`src/rtl/if_id_buf_pkg.sv`:
```
// ============================================================================
// Module      : if_id_buf_pkg
// Description : Shared constants for the fetch/decode instruction buffer.
// Revision    : 1.0 - initial release
// ============================================================================
`default_nettype none

package if_id_buf_pkg;

  localparam int          REG_ADDR_WIDTH = 5;
  localparam logic [31:0] INST_NOP       = 32'h0000_0013;
  localparam int          RS1_LSB        = 15;
  localparam int          RS2_LSB        = 20;

endpackage

`default_nettype wire

```
`src/rtl/if_id_buf_inst_fifo2.sv`:
```
// ============================================================================
// Module      : inst_fifo2
// Description : Two-entry ring of {pc, inst} with flush; flush beats push/pop.
// Revision    : 1.0 - initial release
// ============================================================================
`default_nettype none

module inst_fifo2 #(
  parameter int PC_W   = 64,
  parameter int INST_W = 32
) (
  input  logic              clk,
  input  logic              rst,
  input  logic              flush_i,
  input  logic              wr_en_i,
  input  logic [PC_W-1:0]   wr_pc_i,
  input  logic [INST_W-1:0] wr_inst_i,
  input  logic              rd_en_i,
  output logic [1:0]        count_o,
  output logic [PC_W-1:0]   rd_pc_o,
  output logic [INST_W-1:0] rd_inst_o
);

  logic [PC_W-1:0]   pc_q   [2];
  logic [PC_W-1:0]   pc_d   [2];
  logic [INST_W-1:0] inst_q [2];
  logic [INST_W-1:0] inst_d [2];
  logic              rd_ptr_q, rd_ptr_d;
  logic              wr_ptr_q, wr_ptr_d;
  logic [1:0]        count_q, count_d;

  always_comb begin
    pc_d     = pc_q;
    inst_d   = inst_q;
    rd_ptr_d = rd_ptr_q;
    wr_ptr_d = wr_ptr_q;
    count_d  = count_q;
    if (flush_i) begin
      rd_ptr_d = 1'b0;
      wr_ptr_d = 1'b0;
      count_d  = 2'd0;
    end else begin
      if (wr_en_i) begin
        pc_d[wr_ptr_q]   = wr_pc_i;
        inst_d[wr_ptr_q] = wr_inst_i;
        wr_ptr_d         = ~wr_ptr_q;
      end
      if (rd_en_i) begin
        rd_ptr_d = ~rd_ptr_q;
      end
      count_d = count_q + {1'b0, wr_en_i} - {1'b0, rd_en_i};
    end
  end

  always_ff @(posedge clk or posedge rst) begin
    if (rst) begin
      for (int i = 0; i < 2; i++) begin
        pc_q[i]   <= '0;
        inst_q[i] <= '0;
      end
      rd_ptr_q <= 1'b0;
      wr_ptr_q <= 1'b0;
      count_q  <= 2'd0;
    end else begin
      pc_q     <= pc_d;
      inst_q   <= inst_d;
      rd_ptr_q <= rd_ptr_d;
      wr_ptr_q <= wr_ptr_d;
      count_q  <= count_d;
    end
  end

  assign count_o   = count_q;
  assign rd_pc_o   = pc_q[rd_ptr_q];
  assign rd_inst_o = inst_q[rd_ptr_q];

endmodule

`default_nettype wire

```
`src/rtl/if_id_buf.sv`:
```
// ============================================================================
// Module      : if_id_buf
// Description : IF/ID instruction buffer with NOP fill, rs1/rs2 extraction and
//               a saturating decode-stall counter.
// Revision    : 1.0 - initial release
// ============================================================================
`default_nettype none

module if_id_buf
  import if_id_buf_pkg::*;
#(
  parameter int DEPTH  = 2,
  parameter int PC_W   = 64,
  parameter int INST_W = 32
) (
  input  logic                      clk,
  input  logic                      rst,
  input  logic                      if_valid,
  output logic                      if_ready,
  input  logic [PC_W-1:0]           if_pc,
  input  logic [INST_W-1:0]         if_inst,
  input  logic                      stall,
  input  logic                      flush,
  output logic                      id_valid,
  output logic [PC_W-1:0]           id_pc,
  output logic [INST_W-1:0]         id_inst,
  output logic [REG_ADDR_WIDTH-1:0] id_reg1_raddr,
  output logic [REG_ADDR_WIDTH-1:0] id_reg2_raddr,
  output logic [31:0]               stall_cycles
);

  logic [1:0]        fifo_count;
  logic [PC_W-1:0]   head_pc;
  logic [INST_W-1:0] head_inst;
  logic              push;
  logic              pop;
  logic [31:0]       stall_cnt_q, stall_cnt_d;

  // Ready comes only from the registered occupancy so fetch never sees a
  // combinational path from the hazard detector or the redirect.
  assign if_ready = (fifo_count != 2'(DEPTH));
  assign id_valid = (fifo_count != 2'd0);
  assign push     = if_valid & if_ready;
  assign pop      = id_valid & ~stall;

  inst_fifo2 #(
    .PC_W   (PC_W),
    .INST_W (INST_W)
  ) u_fifo (
    .clk       (clk),
    .rst       (rst),
    .flush_i   (flush),
    .wr_en_i   (push),
    .wr_pc_i   (if_pc),
    .wr_inst_i (if_inst),
    .rd_en_i   (pop),
    .count_o   (fifo_count),
    .rd_pc_o   (head_pc),
    .rd_inst_o (head_inst)
  );

  assign id_pc         = id_valid ? head_pc : '0;
  assign id_inst       = id_valid ? head_inst : INST_W'(INST_NOP);
  assign id_reg1_raddr = id_inst[RS1_LSB +: REG_ADDR_WIDTH];
  assign id_reg2_raddr = id_inst[RS2_LSB +: REG_ADDR_WIDTH];

  always_comb begin
    stall_cnt_d = stall_cnt_q;
    if (id_valid && stall && !flush && (stall_cnt_q != 32'hFFFF_FFFF)) begin
      stall_cnt_d = stall_cnt_q + 32'd1;
    end
  end

  always_ff @(posedge clk or posedge rst) begin
    if (rst) begin
      stall_cnt_q <= 32'd0;
    end else begin
      stall_cnt_q <= stall_cnt_d;
    end
  end

  assign stall_cycles = stall_cnt_q;

endmodule

`default_nettype wire

```
`config.mk`:
```
export PLATFORM = sky130hd
export DESIGN_NAME = if_id_buf
export DESIGN_NICKNAME = d
export VERILOG_FILES = /design/src/rtl/if_id_buf_pkg.sv /design/src/rtl/if_id_buf_inst_fifo2.sv /design/src/rtl/if_id_buf.sv
export SDC_FILE = /design/constraint.sdc
export NUM_CORES = 1
export LEC_CHECK = 0
export ABC_CLOCK_PERIOD_IN_PS = 13430
export CORE_MARGIN = 2
export CORE_UTILIZATION = 27
export DETAILED_ROUTE_END_ITERATION = 8
export DONT_BUFFER_PORTS = 1
export REMOVE_ABC_BUFFERS = 1
export SYNTH_ARGS = -nofsm -noshare
export SYNTH_HDL_FRONTEND = slang
export SYNTH_SLANG_ARGS = --single-unit
```
`constraint.sdc`:
```
create_clock -name clk -period 13.43 [get_ports clk]
set_clock_uncertainty 0.05 [all_clocks]
set_input_delay 3.3575 -clock clk [delete_from_list [all_inputs] [get_ports clk]]
set_output_delay 3.3575 -clock clk [all_outputs]
set_load 0.05 [all_outputs]
```
==> results.md <==
* Net Sw Frac at 0.4696
* Setup TNS Final at 0 ps
* Tcrit/Tclk final at 0.5199
* Placed inst area at 10920 sq um
* Leak Pwr at 0.004860 uW
* P_sw at 1585 uW
* Simple-Gate Fraction of Synth Area at 0.08743
* Period minus WS final at 6982 ps
* Internal Power at 1791 uW
* Ys Warns at 0
* Cts hold-fix bufs at 0
* Hold Path Class: register to register
* Startpoint types: register
* Crit. End Element: output port
* Total power at 3376 uW
* Post-synth top area share at 0.5469
* Initial DRC Count at 188
* Peak supply drop at 0.1842 mV
* Clock Power Share at 0.197
* CP Max Fanout at 55
* TritonCTS clock tree: done
* Post-synth EDFFs at 0
* Reg2Reg Setup Slack at 9810 ps
* Proportion of layout cells with a drive suffix above 1 at 0.3214
* Post-synth top area cell: dfrtp_1
* Detailed Route WL at 23740 um
* #FFs+latches synth at 228
* DIE HEIGHT at 200.6 um
* Max-slew violations at 0
* Clk Latency, worst-skew pair at 530 ps
* Most common cell in the netlist: dfrtp_1
* Dpl hpwl at 15270 um
* Reg2reg end: u_fifo.pc_q[86]$_DFFE_PP0P_
* Register area share after synthesis at 0.5469
* DIE WIDTH at 200.6 um
* Top_reg_cell synth: dfrtp_1
* Final Setup Violations at 0
* Mapped Cells at 813
* Syn Std Cell Area at 10430 sq um
* Multi-input logic area at 4486 sq um
* Status: complete, no violations
* # fillers at 3909
* Multiplexer area fraction after synthesis at 0.3015
* Worst slew pin tran at 1122 ps
* Reg clk slew, reported paths at 50 ps
* Synth top cells by count: 228 x dfrtp_1, 193 x mux2_2, 107 x nor2_1
* Compound-Gate Fraction of Synth Area at 0.005397
* Initial antenna violation count at 0
* Root buffer selected by CTS: clkbuf_16
* Arr. time, crit path at 3570 ps
* CP peak stage delay at 1110 ps
* P&R area growth vs syn at 12.28%
* Distinct cells, synth at 39
* Starting density of the core at 0.2718
* Adder-cell share of the synthesized area at 0.003598
* Cell row count at 72
* Antenna diode count at 0
* CTS Buf Count at 27
* Core footprint at 38380 sq um
* Design Area, Final at 11710 sq um
* Total of max-cap violations at 0
* Worst Setup EP: id_inst[19]
* XOR/XNOR Fraction of Synth Area at 0.02758
* RSZ-0062 raised after global routing: false
* Flop pwr share at 0.354
* Worst Path Required at 10020 ps
* Vias per cell at 4.625
* Reg2reg start: u_fifo.count_o[0]$_DFF_PP0_
* Total iterations of the first detailed-routing run at 4
* PostCTS Resize Cnt at 0
* Worst-case clock buffer depth at 3
* I/O pin count at 241
* Largest family of logic cells by synthesized area: multiplexers
* CTS H-tree lvls at 1
* Nets@finish at 900
* Worst path slowest cell: dfrtp_4
* Post-CTS setup repair buffer count at 0
* Vias in the first global route at 6460
* Critical path origin: u_fifo.rd_ptr_q$_DFFE_PP0P_
* Routed vias at 6137
* CP Class: register to output port
* Placed Cells at 1285
* Setup slack after layout at 6448 ps
* CP Cell Sequence: buf_4, mux2i_1, nor2_2
* Clock net sink count at 228
* Max-Slew Margin vs Limit at 0.2513
* Detail Route Antenna Nets at 0
* GRT overflow at 0
* Total GRT Usage at 0.1164
* Die area at 40230 sq um
* Pwr dens at 288.2 nW/um^2
* Ys async rst share at 1.000
* Final Wtd Congestion at 0.7993
* WL per Instance at 17.89 um
* R2R depth at 6
* Count of input and output buffers at 0
* Largest net degree at the start of global routing at 98
* Synth Area per Inst at 12.83 sq um
* First-pass GRT wire length at 37690 um
* Fmax at 0.1432 GHz
* Final Hold Fails at 0
* Comb power frac at 0.449
* Synth top area cells: dfrtp_1 55%, mux2_2 21%, mux2i_1 9.2%
* Drt drc at 0
* Non-filler cells, final at 1327
* Pre-CTS setup slack at 6938 ps
* Sequential Area at 5709 sq um
## power by group through the flow
stage	clock, uW	combinational, uW	sequential [uW]
floorplan	0	1370	1160
global placement	0	1520	1200
detailed placement	0	1530	1210
CTS	694	1540	1200
global route	720	1610	1240
finish	666	1510	1200
## flip-flops by register name, indices dropped and copies added (netlist names)
| name | flops |
|---|---|
| u_fifo.pc_q | 128 |
| u_fifo.inst_q | 64 |
| u_fifo.wr_ptr_q | 1 |
| stall_cycles | 32 |
| u_fifo.count_o | 2 |
| u_fifo.rd_ptr_q | 1 |
## routing by layer
metal / GRT usage / up-vias / routed length (um)
li1: - / 2791 / -
met1: 0.1387 / 3127 / 9925
met2: 0.1905 / 178 / 10950
met3: 0.05341 / 41 / 2312
met4: 0.02963 / 0 / 555
met5: 0 / - / 0
## through the flow
step           hold WS (ps)    util
6_report              450.0  0.3052
5_1_grt               464.6  0.3052
4_1_cts               456.1  0.3052
3_5_place_dp          444.1  0.2846
3_3_place_gp          436.3  0.2846
2_1_floorplan         429.5       -
## worst min-delay path by stage
stage	from	end	slack, ps	depth (start not counted)
after global placement	u_fifo.inst_q[8]$_DFFE_PP0P_	u_fifo.inst_q[8]$_DFFE_PP0P_	440	1
after floorplan	u_fifo.inst_q[0]$_DFFE_PP0P_	u_fifo.inst_q[0]$_DFFE_PP0P_	430	1
final	u_fifo.inst_q[40]$_DFFE_PP0P_	u_fifo.inst_q[40]$_DFFE_PP0P_	450	1
after global routing	u_fifo.pc_q[91]$_DFFE_PP0P_	u_fifo.pc_q[91]$_DFFE_PP0P_	460	1
after detailed placement	u_fifo.pc_q[100]$_DFFE_PP0P_	u_fifo.pc_q[100]$_DFFE_PP0P_	440	1
after CTS	u_fifo.pc_q[38]$_DFFE_PP0P_	u_fifo.pc_q[38]$_DFFE_PP0P_	460	1
## area by class of cell
type | count | share of cell area
Clock buffer | 39 | 0.06580
Clock inverter | 3 | 0.001816
Inverter | 5 | 0.002243
Multi-Input combinational cell | 527 | 0.3829
Sequential cell | 228 | 0.4874
Tap cell | 518 | 0.05533
Timing Repair Buffer | 7 | 0.004486
## cell usage in the layout, fill, tap and decap left out, drive strengths merged, types with 8 or more instances in the layout
| master | n |
|---|---|
| nand3 | 15 |
| xnor2 | 13 |
| nor3 | 10 |
| mux2i | 96 |
| nand2 | 25 |
| nand4 | 8 |
| clkbuf | 39 |
| xor2 | 19 |
| dfrtp | 228 |
| nor2 | 107 |
| mux2 | 194 |
## cells by family (layout without fill, tap and decap cells)
group           after synthesis  in the layout
xor+xnor                     32             32
buf+inv                      58             54
mux                         290            290
flops                       228            228
simple gates                193            193
compound gates                9              9
fa+ha+maj                     3              3
## critical path: cells and delay by family (launching register included)
kind,cells,cell delay (ps)
flops,1,1110
simple gates,1,870
buf+inv,1,780
mux,1,210
Note: power is estimated with default switching activity, not from simulation.
